$ cat config.mk
export PLATFORM = sky130hd
export DESIGN_NAME = qc_ldpc_shift_sched
export DESIGN_NICKNAME = d
export VERILOG_FILES = /design/src/rtl/qc_ldpc_shift_sched.sv
export SDC_FILE = /design/constraint.sdc
export NUM_CORES = 1
export LEC_CHECK = 0
export CORE_ASPECT_RATIO = 0.5
export CORE_MARGIN = 8
export CORE_UTILIZATION = 50
export DETAILED_ROUTE_END_ITERATION = 7
export PLACE_DENSITY = 0.85
export SYNTH_ARGS = -nofsm -noshare
export SYNTH_HDL_FRONTEND = slang
export SYNTH_SLANG_ARGS = --single-unit
$ cat constraint.sdc
create_clock -name sysclk -period 3.4 [get_ports sysclk]
set_clock_uncertainty 0.15 [all_clocks]
set_input_delay 0.85 -clock sysclk [delete_from_list [all_inputs] [get_ports sysclk]]
set_output_delay 0.85 -clock sysclk [all_outputs]
set_load 0.005 [all_outputs]
$ cat src/rtl/qc_ldpc_shift_sched.sv
// Shift scheduler for the QC-LDPC encoder rotate/accumulate datapath: walks the
// prototype table row by row and issues one rotate command per non-null circulant.
module qc_ldpc_shift_sched #(
   parameter int Z  = 81,
   parameter int MB = 4,
   parameter int KB = 20,
   parameter int SW = $clog2(Z),
   parameter int AW = $clog2(MB*KB),
   parameter int CW = $clog2(KB),
   parameter int RW = $clog2(MB)
) (
   input  logic          sysclk,
   input  logic          rst,
   input  logic          start,
   input  logic          abort,
   output logic          rom_en,
   output logic [AW-1:0] rom_addr,
   input  logic [SW:0]   rom_data,
   output logic          op_valid,
   input  logic          op_ready,
   output logic [CW-1:0] op_col,
   output logic [SW-1:0] op_shift,
   output logic          op_first,
   output logic          row_done,
   output logic [RW-1:0] row_idx,
   output logic          row_empty,
   output logic          done,
   output logic          busy,
   output logic          cfg_err
);

   typedef enum logic [2:0] {
      S_IDLE,
      S_FETCH,
      S_EVAL,
      S_ISSUE,
      S_ROW_END,
      S_DONE
   } state_t;

   localparam logic [CW-1:0] COL_LAST = CW'(KB - 1);
   localparam logic [RW-1:0] ROW_LAST = RW'(MB - 1);
   localparam logic [SW:0]   Z_LIM    = (SW+1)'(Z);

   state_t        state_q, state_d;
   logic [RW-1:0] row_q, row_d;
   logic [CW-1:0] col_q, col_d;
   logic          first_q, first_d;
   logic [CW-1:0] op_col_q, op_col_d;
   logic [SW-1:0] op_shift_q, op_shift_d;
   logic          op_first_q, op_first_d;
   logic          cfg_err_q, cfg_err_d;

   logic          entry_null;
   logic          entry_bad;
   logic          col_last;

   assign entry_null = rom_data[SW];
   assign entry_bad  = !entry_null && ({1'b0, rom_data[SW-1:0]} >= Z_LIM);
   assign col_last   = (col_q == COL_LAST);

   // NOTE: reset is synchronous, and all state uses non-blocking assignment so every
   // register samples the pre-edge value of its neighbours.
   always_ff @(posedge sysclk) begin
      if (rst) begin
         state_q    <= S_IDLE;
         row_q      <= '0;
         col_q      <= '0;
         first_q    <= 1'b0;
         op_col_q   <= '0;
         op_shift_q <= '0;
         op_first_q <= 1'b0;
         cfg_err_q  <= 1'b0;
      end else begin
         state_q    <= state_d;
         row_q      <= row_d;
         col_q      <= col_d;
         first_q    <= first_d;
         op_col_q   <= op_col_d;
         op_shift_q <= op_shift_d;
         op_first_q <= op_first_d;
         cfg_err_q  <= cfg_err_d;
      end
   end

   // NOTE: every next-state value is defaulted to its current value first, so no
   // path through the case statement can infer a latch.
   always_comb begin
      state_d    = state_q;
      row_d      = row_q;
      col_d      = col_q;
      first_d    = first_q;
      op_col_d   = op_col_q;
      op_shift_d = op_shift_q;
      op_first_d = op_first_q;
      cfg_err_d  = cfg_err_q;

      unique case (state_q)
         S_IDLE: begin
            if (start) begin
               row_d     = '0;
               col_d     = '0;
               first_d   = 1'b1;
               cfg_err_d = 1'b0;
               state_d   = S_FETCH;
            end
         end
         S_FETCH: state_d = S_EVAL;
         S_EVAL: begin
            if (!entry_null && !entry_bad) begin
               op_col_d   = col_q;
               op_shift_d = rom_data[SW-1:0];
               op_first_d = first_q;
               state_d    = S_ISSUE;
            end else begin
               if (entry_bad) cfg_err_d = 1'b1;
               if (col_last) begin
                  state_d = S_ROW_END;
               end else begin
                  col_d   = col_q + 1'b1;
                  state_d = S_FETCH;
               end
            end
         end
         S_ISSUE: begin
            if (op_ready) begin
               first_d = 1'b0;
               if (col_last) begin
                  state_d = S_ROW_END;
               end else begin
                  col_d   = col_q + 1'b1;
                  state_d = S_FETCH;
               end
            end
         end
         S_ROW_END: begin
            if (row_q != ROW_LAST) begin
               row_d   = row_q + 1'b1;
               col_d   = '0;
               first_d = 1'b1;
               state_d = S_FETCH;
            end else begin
               state_d = S_DONE;
            end
         end
         S_DONE:  state_d = S_IDLE;
         default: state_d = S_IDLE;
      endcase

      // Abort wins over a same-cycle handshake; cfg_err stays sticky across it.
      if (abort && state_q != S_IDLE) begin
         state_d    = S_IDLE;
         row_d      = '0;
         col_d      = '0;
         first_d    = 1'b0;
         op_col_d   = '0;
         op_shift_d = '0;
         op_first_d = 1'b0;
      end
   end

   assign rom_en    = (state_q == S_FETCH);
   assign rom_addr  = AW'(row_q * KB) + AW'(col_q);
   assign op_valid  = (state_q == S_ISSUE);
   assign op_col    = op_col_q;
   assign op_shift  = op_shift_q;
   assign op_first  = op_first_q;
   assign row_done  = (state_q == S_ROW_END);
   assign row_idx   = row_q;
   assign row_empty = (state_q == S_ROW_END) && first_q;
   assign done      = (state_q == S_DONE);
   assign busy      = (state_q != S_IDLE);
   assign cfg_err   = cfg_err_q;

endmodule

==> impl_metrics.py <==
metrics = {
    "routing": {
        "via_count": 1261,
        "drt-total-wl_um": 3440,
        "wl_per_cell_um": 14.8,
        "antenna_left": 0,
        "firstDrtPassIters": 4,
        "viasPerCell": 5.44,
        "drt-initial-drc-count": 95,
        "drc": 0,
    },
    "critical_path": {
        "cpMostUsedCell": "inv_1",
        "rr_worst_depth": 5,
        "cpMaxStageDelayCell": "clkdlybuf4s50_1",
        "critPathLaunchType": "register",
        "crit_fanout": 7,
        "critPathCaptureType": "output port",
        "cp_data_required_time_ns": 2.40,
        "critical_path_class": "register to output port",
        "crit_chain": "ha_1 -> inv_1 -> fa_1 -> inv_1 -> a21oi_1 -> nor2_1 -> clkdlybuf4s50_1",
        "crit_arrival_ns": 2.12,
        "crit_start": "col_q[2]$_SDFFE_PP0P_",
        "r2r_slack_ns": 1.24,
        "r2r_end": "col_q[0]$_SDFFE_PP0P_",
        "critPathMaxStageDelay_ns": 0.51,
        "r2r-start": "state_q[1]$_SDFFE_PP0P_",
    },
    "timing": {
        "finalCriticalPeriod_ns": 3.12,
        "max_freq_mhz": 321,
        "setup_tns_ns": 0,
        "max-slew-margin-rel": 0.544,
        "rsz0062_at_grt": "false",
        "hold_viol_final": 0,
        "fin_crit_sh": 0.917,
        "final-setup-viol-count": 0,
        "slew_violations": 0,
        "tightest_slew_ns": 0.684,
    },
    "yosys": {
        "synth_edf_count": 0,
        "yosys_warnings": 0,
        "synth-async-reset-ratio": 0,
        "avgSynthCellArea_um2": 8.81,
        "synth_area_leaders": "dfxtp_1 36%, mux2i_1 8.7%, nor2_1 6.0%, ha_1 4.5%, a21oi_1 2.9%",
        "ys_seq_area_frac": 0.364,
        "syn_nets": 175,
        "ys.flop_type": "dfxtp_1",
        "synthTopCellsByCount": "25 x dfxtp_1, 22 x nor2_1, 12 x mux2i_1",
        "synth-seq-cells": 25,
        "yosysMostFrequentCell": "dfxtp_1",
        "ys_types": 46,
        "syn-instance-count": 156,
        "yosysTopAreaCell": "dfxtp_1",
        "synth_top_area_share": 0.364,
        "syn_area_mm2": 0.00138,
    },
    "pwr": {
        "p_seq_frac": 0.479,
        "p_sw_uw": 209,
        "finalPower_uw": 679,
        "power_frac_comb": 0.260,
        "p_leak_uw": 0.000694,
        "ir_drop_uv": 252,
        "power_density_mw_per_mm2": 370,
        "power_frac_clock": 0.261,
        "swShare": 0.308,
        "cell_internal_pwr_uw": 470,
    },
    "clock_network": {
        "cts-root-buf": "clkbuf_8",
        "cts_resized": 0,
        "htree_levels": 1,
        "cts_buffer_depth": 2,
        "cts_tree": "built",
        "clock_sinks": 25,
        "path_clk_slew_ns": 0.09,
        "cts_setup_buffers": 0,
        "cts_buffers": 3,
        "clk_latency_ns": 0.27,
        "cts.hold.buffers_added": 0,
    },
    "finish": {
        "drive_above_1_share": 0.0564,
        "final_nets": 215,
        "antenna_cells": 0,
        "final_core_util": 0.705,
        "area_growth_pct": 33.5,
    },
    "floorplan": {
        "rows": 13,
        "io-pin-count": 42,
        "dieArea_mm2": 0.00479,
        "fp.dieW_um": 90.2,
        "start_util": 0.528,
        "core_area_mm2": 0.00260,
        "die_h_um": 53.1,
    },
    "global_route": {
        "grt_start_max_net_pins": 23,
        "grt-ovfl-total": 0,
        "antenna_found_initial": 0,
        "grt_pass1_vias": 1241,
        "grt_util_all_layers": 0.145,
        "grt_pass1_wl_um": 5710,
    },
    "worst_hold_path": {
        "min_to": "op_col[0]$_SDFFE_PP0P_",
        "hp-class": "register to register",
        "min_from": "op_col[0]$_SDFFE_PP0P_",
        "hold_depth": 2,
    },
    "placement": {
        "gp_congestion": 0.877,
        "dp_hpwl_um": 2640,
        "io_buffers": 41,
    },
    "flow_run": {
        "cap_violations": 0,
    },
    "run_status": {
        "status": "finished clean",
    },
}
-- worst max-delay path, delay by kind of cell, from the launching register on --
| kind | cells | cell delay (ns) |
|---|---|---|
| adder cells (fa/ha/maj) | 2 | 0.61 |
| buffers and inverters | 3 | 0.63 |
| AO/OA/AOI/OAI | 1 | 0.06 |
| AND/OR/NAND/NOR | 1 | 0.08 |
| flip-flops | 1 | 0.47 |
-- sequential cells by signal, summed over array words and instances (netlist names) --
register  count
op_first      1
col_q         5
row_idx       2
state_q       3
first_q       1
op_col        5
cfg_err       1
op_shift      7
-- worst max-delay path by stage --
stage / end / depth (start not counted)
floorplan: op_col[2]$_SDFFE_PP0P_ / 5
global placement: op_first$_SDFFE_PP0P_ / 6
detailed placement: op_col[3]$_SDFFE_PP0P_ / 6
CTS: rom_addr[6] / 7
global route: rom_addr[4] / 5
finish: rom_addr[6] / 7
-- cell type report --
cell class / instances / area (um^2)
inverters: 9 / 33.8
well taps: 37 / 46.3
flip-flops and latches: 25 / 500
repair buffers: 43 / 425
fillers: 222 / 767
multi-input cells: 114 / 783
clock buffers: 3 / 41.3
clock inverters: 1 / 5.00
-- routing by layer --
metal | track usage | vias to the layer above | part of all wire
met5 | 0 | - | 0
met4 | 0.0572 | 0 | 0.015
met3 | 0.0479 | 6 | 0.053
met2 | 0.251 | 29 | 0.45
met1 | 0.169 | 594 | 0.48
li1 | - | 632 | -
-- cells in the final DEF (no fill, tap or decap), drive strengths merged, types with 3 or more instances in the layout --
| cell | synthesis | layout |
|---|---|---|
| a21oi | 8 | 8 |
| o21ai | 6 | 6 |
| and2 | 4 | 4 |
| nor3 | 5 | 5 |
| nor4 | 3 | 3 |
| or3 | 4 | 4 |
| nand3 | 6 | 6 |
| clkbuf | 3 | 3 |
| nor2 | 22 | 22 |
| ha | 5 | 5 |
| dfxtp | 25 | 25 |
| clkdlybuf4s50 | 0 | 41 |
| and3 | 3 | 3 |
| inv | 9 | 9 |
| a21o | 3 | 3 |
| mux2i | 12 | 12 |
| nand2 | 5 | 5 |
-- cells by family after synthesis --
logic type,share of synthesized area
AOI/OAI and AO/OA,0.167
xor gates and xnor gates,0.0127
adders and majority gates,0.0601
buffers and inverters,0.0664
DFF,0.364
muxes,0.0874
and+or+nand+nor,0.242
-- power by group through the flow --
stage	registers (uW)	clock network (uW)	logic (uW)
4_1_cts	325	181	177
2_1_floorplan	320	0	124
3_5_place_dp	331	0	174
3_3_place_gp	330	0	169
5_1_grt	327	198	196
6_report	325	177	177
-- per-stage QoR --
stage / setup slack, ns / area (um^2) / std cells / hold slack, ns
5_1_grt: 0.166 / 1840 / 232 / 0.382
2_1_floorplan: 0.876 / 1380 / 156 / 0.326
3_5_place_dp: 0.390 / 1790 / 228 / 0.337
3_3_place_gp: 0.465 / 1790 / 228 / 0.326
4_1_cts: 0.259 / 1840 / 232 / 0.354
6_report: 0.283 / 1840 / 232 / 0.349
Power figures use the tool's default switching activity.
